<file path="src/rtl/pipe_hazard_ctrl.sv">
// Hazard/forwarding controller for the 5-stage RV32 pipeline: EX/MEM/WB
// destination scoreboard, operand forward select, load-use stall and redirect flush.
module pipe_hazard_ctrl #(
   parameter int CNT_W = 16
) (
   input  logic             clk,
   input  logic             rst_n,
   input  logic [4:0]       id_rs1,
   input  logic [4:0]       id_rs2,
   input  logic             id_rs1_used,
   input  logic             id_rs2_used,
   input  logic             id_have_inst,
   input  logic             id_rf_we,
   input  logic [4:0]       id_wR,
   input  logic             id_is_load,
   input  logic             ex_redirect,
   input  logic             clr_cnt,
   output logic             pc_stall,
   output logic             if_id_stall,
   output logic             if_id_flush,
   output logic             id_ex_flush,
   output logic [1:0]       fwd_sel1,
   output logic [1:0]       fwd_sel2,
   output logic             forward_op1,
   output logic             forward_op2,
   output logic [CNT_W-1:0] stall_cnt,
   output logic [CNT_W-1:0] flush_cnt,
   output logic             in_stall
);

   typedef struct packed {
      logic       we;
      logic [4:0] rd;
      logic       ld;
   } slot_t;

   typedef enum logic {RUN, LU_STALL} state_t;

   slot_t            r_ex, r_mem, r_wb;
   state_t           r_state;
   logic [CNT_W-1:0] r_stall_cnt, r_flush_cnt;

   logic       w_ex1, w_ex2, w_hazard, w_stall, w_bubble;
   logic [1:0] w_sel1, w_sel2;
   logic       w_unused;

   function automatic logic hit(input slot_t s, input logic [4:0] r, input logic used);
      return used && s.we && (s.rd == r) && (r != 5'd0);
   endfunction

   // Youngest producer wins; a load still in EX has no data yet, so it forwards nothing.
   function automatic logic [1:0] pick(input slot_t ex, input slot_t mem, input slot_t wb,
                                       input logic [4:0] r, input logic used);
      if (hit(ex, r, used))       return ex.ld ? 2'b00 : 2'b01;
      else if (hit(mem, r, used)) return 2'b10;
      else if (hit(wb, r, used))  return 2'b11;
      else                        return 2'b00;
   endfunction

   assign w_ex1    = hit(r_ex, id_rs1, id_rs1_used);
   assign w_ex2    = hit(r_ex, id_rs2, id_rs2_used);
   assign w_hazard = id_have_inst && r_ex.ld && (w_ex1 || w_ex2);
   assign w_stall  = w_hazard && !ex_redirect;
   assign w_bubble = w_stall || ex_redirect;
   assign w_sel1   = pick(r_ex, r_mem, r_wb, id_rs1, id_rs1_used);
   assign w_sel2   = pick(r_ex, r_mem, r_wb, id_rs2, id_rs2_used);

   // is_load only matters in EX; the older slots carry it for debug visibility.
   assign w_unused = ^{r_mem.ld, r_wb.ld};

   assign pc_stall    = w_stall;
   assign if_id_stall = w_stall;
   assign if_id_flush = ex_redirect;
   assign id_ex_flush = w_bubble;
   assign fwd_sel1    = w_bubble ? 2'b00 : w_sel1;
   assign fwd_sel2    = w_bubble ? 2'b00 : w_sel2;
   assign forward_op1 = (fwd_sel1 != 2'b00);
   assign forward_op2 = (fwd_sel2 != 2'b00);
   assign stall_cnt   = r_stall_cnt;
   assign flush_cnt   = r_flush_cnt;
   assign in_stall    = (r_state == LU_STALL);

   always_ff @(posedge clk or negedge rst_n) begin
      if (!rst_n) begin
         r_ex    <= '0;
         r_mem   <= '0;
         r_wb    <= '0;
         r_state <= RUN;
      end else begin
         r_wb  <= r_mem;
         r_mem <= r_ex;
         r_ex  <= w_bubble ? slot_t'('0) : slot_t'({id_have_inst & id_rf_we, id_wR, id_is_load});
         case (r_state)
            RUN:      r_state <= w_stall ? LU_STALL : RUN;
            LU_STALL: r_state <= RUN;
            default:  r_state <= RUN;
         endcase
      end
   end

   always_ff @(posedge clk or negedge rst_n) begin
      if (!rst_n) begin
         r_stall_cnt <= '0;
         r_flush_cnt <= '0;
      end else if (clr_cnt) begin
         r_stall_cnt <= '0;
         r_flush_cnt <= '0;
      end else begin
         if (w_stall && !(&r_stall_cnt))     r_stall_cnt <= r_stall_cnt + 1'b1;
         if (ex_redirect && !(&r_flush_cnt)) r_flush_cnt <= r_flush_cnt + 1'b1;
      end
   end

endmodule

</file>
<file path="config.mk">
export PLATFORM = sky130hd
export DESIGN_NAME = pipe_hazard_ctrl
export DESIGN_NICKNAME = d
export VERILOG_FILES = /design/src/rtl/pipe_hazard_ctrl.sv
export SDC_FILE = /design/constraint.sdc
export NUM_CORES = 1
export LEC_CHECK = 0
export BUFFER_PORTS_ARGS = -buffer_cell sky130_fd_sc_hd__buf_4
export CELL_PAD_IN_SITES_DETAIL_PLACEMENT = 2
export CELL_PAD_IN_SITES_GLOBAL_PLACEMENT = 2
export CORE_MARGIN = 10
export CORE_UTILIZATION = 33
export DETAILED_ROUTE_END_ITERATION = 6
export PLACE_DENSITY = 0.79
export SETUP_SLACK_MARGIN = 0.3
export SLEW_MARGIN = 20
export SYNTH_ARGS = -nofsm -noshare
export SYNTH_HDL_FRONTEND = slang
export SYNTH_SLANG_ARGS = --single-unit
</file>
<file path="constraint.sdc">
create_clock -name clk -period 2.8 [get_ports clk]
set_input_delay 0.42 -clock clk [delete_from_list [all_inputs] [get_ports clk]]
set_output_delay 0.42 -clock clk [all_outputs]
set_load 0.005 [all_outputs]
</file>
Word-level counts from Yosys, hierarchy flattened

Cells that the tools add are included.

Flip-flop bits (word level): 52
Input bits: 24
Output and inout port bits: 43
Logic and storage cells: 72

Add/sub/neg operators: 2
Equal/unequal tests: 6
Multiplexer cells: 16
Bitwise operators: 2
Reductions and logical operators: 36

Operators by type and width:

| kind                                                             | count |
|---|---|
| 16-bit 2-to-1 mux                                                | 4 |
| 16-bit by 1-bit adder with 16-bit output (second input constant) | 2 |
| 16-bit AND reduction                                             | 2 |
| 5-bit == test                                                    | 6 |
| 1-bit logical AND                                                | 23 |
| 2-bit 2-to-1 mux                                                 | 8 |
| 5-bit nonzero test                                               | 2 |
| 2-bit nonzero test                                               | 4 |
| 7-bit 2-to-1 mux                                                 | 1 |
| 1-bit logical NOT                                                | 3 |
| 1-bit logical OR                                                 | 2 |
| 1-bit 2-to-1 mux                                                 | 2 |
| 1-bit case mux with 2 select lines                               | 1 |
| 1-bit bitwise AND                                                | 1 |
| 1-bit inverter                                                   | 1 |

Depth between registers and ports, before layout

Gate-level depths: netlist (run 1).

Depth after elaboration: 9
Depth in mapped cells: 7
Mapped depth without buffers: 7

Worst setup path before layout (run 1)

OpenSTA, ideal clock, no wires.

Path kind: input to output
Start: input port id_rs1[0]
End: output port fwd_sel1[1]
Data arrival time: 1.894 ns
Required time: 2.380 ns
Path slack: 0.486 ns
Stages on the path: 7
Buffers on the path: 0
Cells stage by stage: or4_1 > o21ai_2 > nand4b_2 > nand2_2 > a31oi_4 > inv_4 > nor2_1

Cells in the longest elaborated chain, start to end: 8
Elaborated cells on any way between the ends: 18
Those cells by class: eq/ne (3); mux (4); reduce/logical (11)

Ends and longest elaborated chain:

| what                | RTL line | text |
|---|---|---|
| start: declaration  | 8        | `input logic [4:0] id_rs1,` |
| 5-bit == test       | 48       | `return used && s.we && (s.rd == r) && (r != 5'd0);` |
| 1-bit logical AND   | 48       |  |
| 1-bit logical AND * | 48       |  |
| 1-bit logical OR *  | 62       | `assign w_hazard = id_have_inst && r_ex.ld && (w_ex1 \|\| w_ex2);` |
| 1-bit logical AND * | 62       |  |
| 1-bit logical AND * | 63       | `assign w_stall = w_hazard && !ex_redirect;` |
| 1-bit logical OR *  | 64       | `assign w_bubble = w_stall \|\| ex_redirect;` |
| net id_ex_flush     | 21       | `output logic id_ex_flush,` |
| 2-bit 2-to-1 mux *  | 75       | `assign fwd_sel1 = w_bubble ? 2'b00 : w_sel1;` |
| end: declaration    | 22       | `output logic [1:0] fwd_sel1,` |

The timed path passes the listed nets; every way through them passes the cells marked *.

Worst setup path after layout (run 1)

Start: register r_ex[1] in the netlist's numbering
End: output port fwd_sel1[0]

Cells in the longest elaborated chain, start to end: 8
Elaborated cells on any way between the ends: 12
Those cells by class: eq/ne (2); mux (2); reduce/logical (8)

Ends and longest elaborated chain:

| what                           | RTL line | text |
|---|---|---|
| start: declaration             | 39       | `slot_t r_ex, r_mem, r_wb;` |
| start signal: assignment       | 92       | `r_ex <= w_bubble ? slot_t'('0) : slot_t'({id_have_inst & id_rf_we, id_wR, id_is_load});` |
| 5-bit == test                  | 48       |  |
| 1-bit logical AND (2 in a row) | 48       |  |
| 1-bit logical OR               | 62       |  |
| 1-bit logical AND              | 62       |  |
| 1-bit logical AND              | 63       |  |
| 1-bit logical OR               | 64       |  |
| 2-bit 2-to-1 mux *             | 75       |  |

Mark *: on every way between the ends. The rest lies on a longest branch, timed or not.

==> results of run 1 <==
-- power groups by stage --
stage                     clock [mW]  combinational, mW  sequential (mW)
final                          0.445              0.167            0.789
after detailed placement           0              0.152            0.803
after global routing           0.498              0.186            0.792
after CTS                      0.471              0.167            0.788
after floorplan                    0             0.0724            0.796
after global placement             0              0.147            0.801
-- layer usage --
metal / GRT usage [%] / routed length (um) / vias up
met2: 24.4 / 4620 / 45
met4: 4.57 / 149 / 0
met5: 0 / 0 / -
met1: 17.4 / 3910 / 1209
li1: - / - / 1096
met3: 2.75 / 304 / 9
-- metrics by stage --
step / worst slack (ns) / instance area (um2) / hold slack, ns
finish: 0.269 / 3750 / 0.126
detailed placement: 0.152 / 3470 / 0.426
global route: 0.172 / 3750 / 0.184
global placement: 0.243 / 3470 / 0.411
floorplan: 0.486 / 2850 / 0.124
CTS: 0.239 / 3670 / 0.151
-- cells by family after synthesis --
kind of cell             share of synthesized area, %
buffers and inverters                            2.20
AND/OR/NAND/NOR                                  24.6
adder cells (fa/ha/maj)                         0.878
XOR/XNOR                                         14.1
AO/OA/AOI/OAI                                    7.16
multiplexers                                     5.40
flip-flops                                       45.7
-- flip-flops by register name, summed over array words and instances, names as in the netlist --
| name | cells |
|---|---|
| in_stall | 1 |
| stall_cnt | 16 |
| r_wb | 6 |
| r_mem | 6 |
| flush_cnt | 16 |
| r_ex | 7 |
-- cell usage in the layout, fill, tap and decap left out, types with 3 or more instances in the layout --
| master | instances |
|---|---|
| sky130_fd_sc_hd__nand4_1 | 13 |
| sky130_fd_sc_hd__a21oi_2 | 5 |
| sky130_fd_sc_hd__mux2_4 | 3 |
| sky130_fd_sc_hd__nor2_1 | 36 |
| sky130_fd_sc_hd__and2_1 | 8 |
| sky130_fd_sc_hd__dfrtp_1 | 50 |
| sky130_fd_sc_hd__clkbuf_8 | 5 |
| sky130_fd_sc_hd__xnor2_1 | 18 |
| sky130_fd_sc_hd__and3_1 | 7 |
| sky130_fd_sc_hd__mux2i_1 | 3 |
| sky130_fd_sc_hd__nor3_1 | 4 |
| sky130_fd_sc_hd__nand2_1 | 10 |
| sky130_fd_sc_hd__nand3_1 | 12 |
| sky130_fd_sc_hd__nor2b_1 | 11 |
| sky130_fd_sc_hd__buf_4 | 77 |
| sky130_fd_sc_hd__xor2_1 | 26 |
| sky130_fd_sc_hd__mux2_2 | 7 |
| sky130_fd_sc_hd__nand2b_1 | 3 |
| sky130_fd_sc_hd__and4_1 | 5 |
-- critical path: stages, from the launching register on --
cell and delay, ns:
sky130_fd_sc_hd__dfrtp_2 0.45, sky130_fd_sc_hd__xor2_2 0.17, sky130_fd_sc_hd__nor4_4 0.36, sky130_fd_sc_hd__nand4b_4 0.15
sky130_fd_sc_hd__buf_6 0.15, sky130_fd_sc_hd__or2_4 0.23, sky130_fd_sc_hd__a21oi_2 0.14, sky130_fd_sc_hd__buf_4 0.12
-- final cells by class --
class / instances / area, um2
flip-flops and latches: 52 / 1300
inverters: 3 / 13.8
multi-input cells: 209 / 1570
fillers: 908 / 4550
clock buffers: 5 / 68.8
clock inverters: 3 / 18.8
repair buffers: 81 / 641
well taps: 105 / 131
-- worst paths after layout --
path | cells after the start | start | to
max | 7 | r_ex[1] | fwd_sel1[0]
min | 1 | rst_n | stall_cnt[3]
max reg2reg | 8 | stall_cnt[0] | stall_cnt[5]
min reg2reg | 0 | r_ex[4] | r_mem[4]
max in group asynchronous | 1 | rst_n | r_ex[5]
min in group clk | 2 | id_wR[0] | r_ex[1]
-- repair_timing --
| action | CTS | global route |
|---|---|---|
| endpoints found under the hold margin | 0 | 0 |
| pin swaps | 6 | 1 |
| endpoints found under the setup margin | 9 | 14 |
| resized for setup | 14 | 8 |
| setup buffers | 6 | 5 |
==> PnR_summary.wiki, run 1 <==
{| class="wikitable"
! Metric !! Value
|-
| Async S/R FF share, synth || 100%
|-
| CTS max path bufs || 2
|-
| Clock buffers created by TritonCTS || 5
|-
| Final wirelength || 8990 um
|-
| Unrepaired setup endpoints after global routing || yes
|-
| Switching power total || 0.383 mW
|-
| Die W || 113 um
|-
| Status || finished clean
|-
| Proportion of power drawn by combinational gates || 11.9%
|-
| Largest cells by area after synthesis || sky130_fd_sc_hd__dfrtp_1, sky130_fd_sc_hd__xor2_1, sky130_fd_sc_hd__xnor2_1, sky130_fd_sc_hd__nor2_1, sky130_fd_sc_hd__nand4_1
|-
| Minimum setup slack among reg-to-reg paths || 0.44 ns
|-
| Instance count after placement with tap cells included || 439
|-
| Total internal power || 1.02 mW
|-
| Detailed Routing Iterations Pass 1 || 3
|-
| Setup clock skew after layout || 0.00839 ns
|-
| Final ANT Viol Nets || 0
|-
| Max-Cap Viols || 0
|-
| Average detailed-routed wire length per instance || 19.6 um
|-
| F_max || 395 MHz
|-
| Fraction of power spent switching nets || 27.3%
|-
| Synth-to-layout area growth || 31.6%
|-
| Arrival @ worst endpoint || 2.11 ns
|-
| Count of unique library cells instantiated by Yosys || 44
|-
| Overall global routing resource usage || 14.2%
|-
| Cell taking the most area after synthesis || sky130_fd_sc_hd__dfrtp_1
|-
| Weighted congestion reported at the end of routability-driven placement || 0.833
|-
| CTS clk-pin slew, worst paths || 0.10 ns
|-
| Share of the core filled with cells || 45.2%
|-
| Highest net fanout along the worst path || 3
|-
| Clock group share of total power || 31.8%
|-
| Clock period minus final worst setup slack || 2.53 ns
|-
| Number of port buffers || 66
|-
| Number of nets in the final layout || 378
|-
| Leading cell types by count after synthesis || sky130_fd_sc_hd__dfrtp_1, sky130_fd_sc_hd__nor2_1, sky130_fd_sc_hd__xor2_1, sky130_fd_sc_hd__xnor2_1
|-
| Area of the mapped netlist || 0.00285 mm2
|-
| GR Overflow Total || 0
|-
| FF+latch count, synth || 52
|-
| Die footprint || 0.0127 mm2
|-
| Worst min-delay path category || input pin to async pin
|-
| Non-filler cells in the finished layout || 458
|-
| Quantity of hold-fixing buffers added after cts || 0
|-
| Clock Sink Count || 52
|-
| Post-detail-place hpwl || 6620 um
|-
| Remaining DRCs || 0
|-
| Total via count after detailed routing || 2359
|-
| Power Dens Cells || 374 mW/mm2
|-
| Critical path start-end classification || flip-flop to primary output
|-
| Largest net degree at the start of global routing || 53
|-
| Average cell area after synthesis || 10.4 um2
|-
| Dominant register cell in the synthesized netlist || sky130_fd_sc_hd__dfrtp_1
|-
| Clock latency on the worst-skew pair || 0.32 ns
|-
| Final Setup Violations || 0
|-
| TritonCTS clock tree || yes
|-
| Part of the power in registers || 56.3%
|-
| CP required || 2.38 ns
|-
| Type of origin of the critical path || flip-flop
|-
| Count of final max-slew check failures || 0
|-
| Worst VDD drop || 213 uV
|-
| Setup tns final || 0 ns
|-
| Share of cells above drive strength 1 || 36.8%
|-
| Via count normalized by instance count || 5.15
|-
| Number of placed I/O pins || 67
|-
| Post-Syn Nets || 299
|-
| Count of H-tree levels built during CTS || 2
|-
| Area share of the largest cell type after synthesis || 45.7%
|-
| Placeable core region || 0.00830 mm2
|-
| Crit. End Element || primary output
|-
| Rel. slew slack || 52.9%
|-
| EDFF count, synth || 0
|-
| Standard-cell rows || 33
|-
| Ant diodes || 0
|-
| Initial core utilization || 34.3%
|-
| Sequential area share after synthesis || 45.7%
|-
| Cell leakage power || 1.75 nW
|-
| Fraction of the cycle the final worst path needs || 90.4%
|-
| Cell count after synthesis || 273
|-
| Y dimension of the die || 113 um
|-
| Number of global-route vias before repair || 2688
|-
| Initial drt markers || 27
|-
| CTS root buf || sky130_fd_sc_hd__clkbuf_8
|-
| Tightest Pin Transition || 0.707 ns
|-
| Initial antenna violation count || 0
|-
| Overall power after layout || 1.40 mW
|-
| Yosys Warn Count || 0
|-
| Global-route wire length before repair || 14700 um
|-
| Most repeated cell in the gate-level netlist after synthesis || sky130_fd_sc_hd__dfrtp_1
|-
| Final Hold Viols || 0
|}
Note: power is estimated with default switching activity, not from simulation.
==> run 2: changes to the inputs <==
--- a/config.mk
+++ b/config.mk
@@ -9,10 +9,10 @@
 export CELL_PAD_IN_SITES_DETAIL_PLACEMENT = 2
 export CELL_PAD_IN_SITES_GLOBAL_PLACEMENT = 2
 export CORE_MARGIN = 10
-export CORE_UTILIZATION = 33
+export CORE_UTILIZATION = 30
 export DETAILED_ROUTE_END_ITERATION = 6
-export PLACE_DENSITY = 0.79
-export SETUP_SLACK_MARGIN = 0.3
+export PLACE_DENSITY = 0.76
+export SETUP_SLACK_MARGIN = 0.2
 export SLEW_MARGIN = 20
 export SYNTH_ARGS = -nofsm -noshare
 export SYNTH_HDL_FRONTEND = slang
==> constraint.sdc (replaced) <==
create_clock -name clk -period 2.2 [get_ports clk]
set_input_delay 0.33 -clock clk [delete_from_list [all_inputs] [get_ports clk]]
set_output_delay 0.33 -clock clk [all_outputs]
set_load 0.005 [all_outputs]
==> run 2 against run 1 <==
Effect of this change: cell count up 9.2%; global-route usage is 0.75 points lower; register-to-register slack got worse by 0.60 ns; the flow now finishes with violations (setup timing); highest routed layer unchanged; combinational power up 34%.
==> PnR_summary.wiki, run 2 (same netlist as run 1, synthesis figures left out) <==
{| class="wikitable"
! Metric !! Value
|-
| Final wirelength || 9280 um (+3.3%)
|-
| Initial antenna violation count || 0 (unchanged)
|-
| Most common cell after layout, fill and taps aside || sky130_fd_sc_hd__buf_4
|-
| Post-detail-place hpwl || 6930 um (+4.6%)
|-
| Via count normalized by instance count || 4.81 (-6.7%)
|-
| Status || finished with violations
|-
| Violated checks || setup timing
|-
| Type of origin of the critical path || flip-flop
|-
| Clock group share of total power || 31.7% (about the same)
|-
| Switching power total || 0.488 mW (+27%)
|-
| Die footprint || 0.0138 mm2 (+8.2%)
|-
| Total via count after detailed routing || 2403 (+1.9%)
|-
| Cell leakage power || 1.85 nW (+5.6%)
|-
| FF+latch area || 0.00130 mm2 (-0.19%)
|-
| Number of port buffers || 66 (unchanged)
|-
| Die W || 117 um (+4.0%)
|-
| Post-route cell area || 0.00396 mm2 (+5.5%)
|-
| Share of cells above drive strength 1 || 40.2% (+3.3 points)
|-
| Area occupied by multi-input gates || 0.00159 mm2 (+1.0%)
|-
| Y dimension of the die || 117 um (+4.0%)
|-
| Highest net fanout along the worst path || 5 (+2)
|-
| Fill cell instance count of the final layout || 1013 (+12%)
|-
| Standard cell area after detailed placement || 0.00369 mm2 (+6.2%)
|-
| Largest net degree at the start of global routing || 53 (unchanged)
|-
| Clock buffers created by TritonCTS || 5 (unchanged)
|-
| GR Overflow Total || 0 (unchanged)
|-
| Proportion of power drawn by combinational gates || 12.4% (+0.5 points)
|-
| Overall global routing resource usage || 13.5% (-0.75 points)
|-
| Global-route wire length before repair || 15400 um (+5.4%)
|-
| CTS max path bufs || 2 (unchanged)
|-
| Initial drt markers || 47 (+74%)
|-
| Part of the power in registers || 55.8% (-0.5 points)
|-
| Setup clock skew after layout || 0.00551 ns (-0.00288 ns)
|-
| Final Hold Viols || 0 (unchanged)
|-
| Weighted congestion reported at the end of routability-driven placement || 0.781 (-6.3%)
|-
| Number of global-route vias before repair || 2800 (+4.2%)
|-
| CTS root buf || sky130_fd_sc_hd__clkbuf_8
|-
| Total internal power || 1.31 mW (+28%)
|-
| Post-placement worst setup slack || -0.126 ns (-0.278 ns)
|-
| Critical path start-end classification || flip-flop to primary output
|-
| Synth-to-layout area growth || 38.8%
|-
| Count of H-tree levels built during CTS || 2 (unchanged)
|-
| Final Setup Violations || 24 (+24)
|-
| Post-route worst hold slack || 0.0491 ns (-0.0773 ns)
|-
| Overall power after layout || 1.79 mW (+28%)
|-
| Top library cells by usage in the layout, fill and taps aside || sky130_fd_sc_hd__buf_4, sky130_fd_sc_hd__dfrtp_1, sky130_fd_sc_hd__nor2_1
|-
| Standard-cell rows || 35 (+6.1%)
|-
| Clock Sink Count || 52 (unchanged)
|-
| CP required || 1.87 ns (-0.51 ns)
|-
| Number of placed I/O pins || 67 (unchanged)
|-
| Average detailed-routed wire length per instance || 18.6 um (-5.4%)
|-
| Remaining DRCs || 0 (unchanged)
|-
| Rel. slew slack || 54.8% (+1.9 points)
|-
| Worst min-delay path category || input pin to async pin
|-
| Placeable core region || 0.00924 mm2 (+11%)
|-
| Detailed Routing Iterations Pass 1 || 4 (+1)
|-
| Initial core utilization || 30.8% (-3.5 points)
|-
| Fraction of power spent switching nets || 27.2% (-0.16 points)
|-
| Worst VDD drop || 206 uV (-3.0%)
|-
| F_max || 414 MHz
|-
| Clock latency on the worst-skew pair || 0.31 ns (about the same)
|-
| Unrepaired setup endpoints after global routing || yes
|-
| Worst-case setup margin in the final layout || -0.213 ns (-0.483 ns)
|-
| Number of nets in the final layout || 396 (+4.8%)
|-
| Fraction of the cycle the final worst path needs || 110%
|-
| Clock period minus final worst setup slack || 2.41 ns
|-
| Crit. End Element || primary output
|-
| Tightest Pin Transition || 0.678 ns (-0.0285 ns)
|-
| Max-Cap Viols || 0 (unchanged)
|-
| Count of final max-slew check failures || 0 (unchanged)
|-
| TritonCTS clock tree || yes
|-
| Arrival @ worst endpoint || 2.08 ns (-0.03 ns)
|-
| Power Dens Cells || 454 mW/mm2 (+21%)
|-
| Ant diodes || 0 (unchanged)
|-
| Final ANT Viol Nets || 0 (unchanged)
|-
| CTS clk-pin slew, worst paths || 0.10 ns (about the same)
|}
==> run 2: cell types whose count changed in the layout (fill, tap and decap cells not counted), moves of 2 or more <==
cell,before,now
sky130_fd_sc_hd__xor2_2,2,0
sky130_fd_sc_hd__dfrtp_2,2,0
sky130_fd_sc_hd__dfrtp_1,50,52
sky130_fd_sc_hd__buf_6,2,6
sky130_fd_sc_hd__buf_4,77,91
sky130_fd_sc_hd__clkinvlp_4,0,2
sky130_fd_sc_hd__o21ai_0,0,2
sky130_fd_sc_hd__a21oi_2,5,7
sky130_fd_sc_hd__clkinv_2,2,0
sky130_fd_sc_hd__xor2_1,26,28
sky130_fd_sc_hd__a21oi_1,2,0
sky130_fd_sc_hd__nor4_2,1,3
==> run 2: path summary, 6_finish.rpt <==
kind	startpoint	endpoint	slack (ns)	cells after the start
max	r_ex[3]	forward_op1	-0.21	7
min	rst_n	stall_cnt[8]	0.05	1
max reg2reg	r_ex[3]	stall_cnt[7]	-0.16	10
min reg2reg	r_mem[6]	r_wb[6]	0.41	0
max in group asynchronous	rst_n	r_mem[5]	1.70	1
min in group clk	id_wR[2]	r_ex[3]	0.23	2
==> run 2: what timing repair did <==
action | in CTS | in global routing
endpoints found under the setup margin | 23 | 32
hold buffers | 0 | 0
gates cloned | 1 | 0
gates resized for setup | 20 | 4
buffers inserted | 4 | 2
hold endpoints to repair | 0 | 0
pin swaps | 10 | 6
==> run 2: metal layers <==
| metal | track usage, % | share of wire [%] |
|---|---|---|
| met4 | 3.71 | 0.82 |
| met5 | 0 | 0 |
| met3 | 1.97 | 2.3 |
| met1 | 16.4 | 44 |
| met2 | 24.0 | 53 |
==> run 2: per-stage QoR <==
| stage | instances | utilization (%) | TNS, ns |
|---|---|---|---|
| 2_1_floorplan | 273 | - | 0 |
| 3_3_place_gp | 485 | 39.9 | -0.0372 |
| 3_5_place_dp | 485 | 39.9 | -0.510 |
| 4_1_cts | 498 | 42.5 | -2.24 |
| 5_1_grt | 500 | 42.8 | -7.90 |
| 6_report | 500 | 42.8 | -3.00 |
==> run 2: power by group through the flow <==
stage	clock [mW]	sequential [mW]	combinational [mW]
3_5_place_dp	0	1.02	0.218
2_1_floorplan	0	1.01	0.0954
4_1_cts	0.595	1.00	0.225
6_report	0.570	1.00	0.223
3_3_place_gp	0	1.02	0.208
5_1_grt	0.639	1.01	0.248
==> run 2: critical path: stages, from the launching register on <==
cell,delay [ns]
sky130_fd_sc_hd__dfrtp_1,0.44
sky130_fd_sc_hd__xor2_1,0.17
sky130_fd_sc_hd__nor4_2,0.27
sky130_fd_sc_hd__buf_4,0.17
sky130_fd_sc_hd__nand4b_4,0.15
sky130_fd_sc_hd__or2_2,0.35
sky130_fd_sc_hd__a21oi_2,0.12
sky130_fd_sc_hd__buf_4,0.11
==> run 2: final cells by class <==
| class | instances | share of cell area (%) |
|---|---|---|
| Tap cell | 129 | 4.08 |
| Clock inverter | 3 | 0.601 |
| Timing Repair Buffer | 99 | 20.2 |
| Clock buffer | 5 | 1.74 |
| Sequential cell | 52 | 32.9 |
| Inverter | 3 | 0.348 |
| Multi-Input combinational cell | 209 | 40.1 |
==> run 3: changes to the inputs <==
--- a/config.mk
+++ b/config.mk
@@ -13,6 +13,7 @@
 export DETAILED_ROUTE_END_ITERATION = 6
 export PLACE_DENSITY = 0.76
 export SETUP_SLACK_MARGIN = 0.2
+export SKIP_CTS_REPAIR_TIMING = 1
 export SLEW_MARGIN = 20
 export SYNTH_ARGS = -nofsm -noshare
 export SYNTH_HDL_FRONTEND = slang
==> run 3 against run 2 <==
Effect of this change: the flow still finishes with violations (setup timing); clock skew about the same; register-to-register slack better by 0.02 ns; clock power up 2%; flip-flop and latch count unchanged; first-iteration DRC count up 60%; utilization down 0.51 points; total power up 1.2%; maximum frequency down 1.1%; critical endpoint is now if_id_stall.
==> PnR_summary.wiki, run 3 (same netlist as run 1, synthesis figures left out) <==
{| class="wikitable"
! Metric !! Value
|-
| Highest net fanout along the worst path || 5 (unchanged)
|-
| Worst VDD drop || 206 uV (about the same)
|-
| Rel. slew slack || 53.4% (-1.4 points)
|-
| Total via count after detailed routing || 2406 (+0.12%)
|-
| Standard-cell rows || 35 (unchanged)
|-
| Average detailed-routed wire length per instance || 18.4 um (-0.73%)
|-
| Ordered cell list for the critical path || xor2_1, nor4_1, buf_4, nand4b_4, nand2_4, nand3_2, nor2_4, buf_4
|-
| Ant diodes || 0 (unchanged)
|-
| Number of port buffers || 66 (unchanged)
|-
| Largest net degree at the start of global routing || 53 (unchanged)
|-
| Number of global-route vias before repair || 2746 (-1.9%)
|-
| Count of final max-slew check failures || 0 (unchanged)
|-
| Overall global routing resource usage || 12.8% (-0.66 points)
|-
| Tightest Pin Transition || 0.699 ns (+0.0208 ns)
|-
| Cell with the largest stage delay on the worst path || sky130_fd_sc_hd__dfrtp_2
|-
| Maximum cell stage delay along the critical path || 0.46 ns (+0.02 ns)
|-
| Critical path start-end classification || flip-flop to primary output
|-
| Count of H-tree levels built during CTS || 2 (unchanged)
|-
| Setup tns final || -3.16 ns (-0.158 ns)
|-
| Post-route worst hold slack || 0.0449 ns (-0.00424 ns)
|-
| Standard cell area after detailed placement || 0.00369 mm2 (unchanged)
|-
| Critical path's top delay family || simple AND/OR/NAND/NOR gates
|-
| Fraction of the cycle the final worst path needs || 111% (+1.2 points)
|-
| Power Dens Cells || 465 mW/mm2 (+2.4%)
|-
| Final Hold Viols || 0 (unchanged)
|-
| Instance count after placement with tap cells included || 485 (unchanged)
|-
| Most common cell after layout, fill and taps aside || sky130_fd_sc_hd__buf_4
|-
| Worst-case setup margin in the final layout || -0.241 ns (-0.0274 ns)
|-
| Global-route wire length before repair || 14700 um (-4.6%)
|-
| Post-route cell area || 0.00391 mm2 (-1.2%)
|-
| Share of cells above drive strength 1 || 41.1% (+0.92 points)
|-
| Arrival @ worst endpoint || 2.11 ns (+0.03 ns)
|-
| Die footprint || 0.0138 mm2 (unchanged)
|-
| Worst path buffer plus inverter count || 2 (unchanged)
|-
| Non-filler cells in the finished layout || 499 (-0.20%)
|-
| Violated checks || setup timing
|-
| Post-detail-place hpwl || 6930 um (unchanged)
|-
| Placeable core region || 0.00924 mm2 (unchanged)
|-
| Clock latency on the worst-skew pair || 0.31 ns (about the same)
|-
| Die W || 117 um (unchanged)
|-
| Type of origin of the critical path || flip-flop
|-
| Number of cells traversed by the worst register-to-register path || 9 (-1)
|-
| Clock period minus final worst setup slack || 2.44 ns (+0.0274 ns)
|-
| Initial antenna violation count || 0 (unchanged)
|-
| Remaining DRCs || 0 (unchanged)
|-
| GR Overflow Total || 0 (unchanged)
|-
| Fill cell instance count of the final layout || 1016 (+0.30%)
|-
| Unrepaired setup endpoints after global routing || yes
|-
| Synth-to-layout area growth || 37.2%
|-
| TritonCTS clock tree || yes
|-
| Setup clock skew after layout || 0.00527 ns (-0.000239 ns)
|-
| CTS max path bufs || 2 (unchanged)
|-
| F_max || 410 MHz (-1.1%)
|-
| Clock Sink Count || 52 (unchanged)
|-
| Clock buffers created by TritonCTS || 5 (unchanged)
|-
| Number of stages on the worst setup path || 8 (+1)
|-
| Number of placed I/O pins || 67 (unchanged)
|-
| Final Setup Violations || 22 (-8.3%)
|-
| Cell repeated most along the worst path || sky130_fd_sc_hd__buf_4
|-
| Initial core utilization || 30.8% (unchanged)
|-
| Final ANT Viol Nets || 0 (unchanged)
|-
| FF+latch area || 0.00130 mm2 (about the same)
|-
| Cell leakage power || 1.85 nW (-0.16%)
|-
| Y dimension of the die || 117 um (unchanged)
|-
| Max-Cap Viols || 0 (unchanged)
|-
| Number of nets in the final layout || 395 (-0.25%)
|-
| CTS root buf || sky130_fd_sc_hd__clkbuf_8
|-
| Weighted congestion reported at the end of routability-driven placement || 0.781 (unchanged)
|-
| Area occupied by multi-input gates || 0.00157 mm2 (-0.87%)
|-
| Top library cells by usage in the layout, fill and taps aside || sky130_fd_sc_hd__buf_4, sky130_fd_sc_hd__dfrtp_1, sky130_fd_sc_hd__nor2_1
|-
| Worst min-delay path category || input pin to async pin
|-
| Final wirelength || 9200 um (-0.93%)
|-
| Status || finished with violations
|-
| Initial drt markers || 75 (+60%)
|-
| CTS clk-pin slew, worst paths || 0.10 ns (about the same)
|-
| Via count normalized by instance count || 4.82 (+0.33%)
|-
| Crit. End Element || primary output
|-
| CP required || 1.87 ns (about the same)
|-
| Detailed Routing Iterations Pass 1 || 4 (unchanged)
|}
## run 3: final cells by class
| type | instances | area share, % |
|---|---|---|
| clock buffers | 5 | 1.76 |
| clock inverters | 3 | 0.608 |
| inverters | 3 | 0.352 |
| multi-input cells | 209 | 40.3 |
| flip-flops and latches | 52 | 33.3 |
| well taps | 129 | 4.13 |
| repair buffers | 98 | 19.5 |
## run 3: power breakdown
part	switching [mW]	leakage [nW]	internal (mW)	total, mW
Sequential	0.0260	0.705	0.976	1.00
Clock	0.354	0.0404	0.226	0.581
Combinational	0.121	1.10	0.112	0.233
## run 3: path summary, 6_finish.rpt
path / start / end / slack (ns)
max: r_ex[1] / if_id_stall / -0.24
min: rst_n / stall_cnt[9] / 0.04
max reg2reg: r_ex[1] / stall_cnt[11] / -0.14
min reg2reg: r_mem[6] / r_wb[6] / 0.41
max in group asynchronous: rst_n / r_ex[1] / 1.65
min in group clk: id_wR[2] / r_ex[3] / 0.24
## run 3: per-layer routing
metal  vias to the layer above  track usage [%]  share of wire, %
li1                       1138                -                 -
met1                      1218             15.6                45
met2                        46             22.4                51
met3                         4             2.01               2.7
met4                         0             4.02              0.83
met5                         -                0                 0
## run 3: per-stage QoR
stage	total power, mW	worst slack (ns)	util [%]
2_1_floorplan	1.11	0.140	-
3_3_place_gp	1.23	-0.0105	39.9
3_5_place_dp	1.24	-0.126	39.9
4_1_cts	1.82	-0.377	40.9
5_1_grt	1.91	-0.360	42.3
6_report	1.82	-0.241	42.3
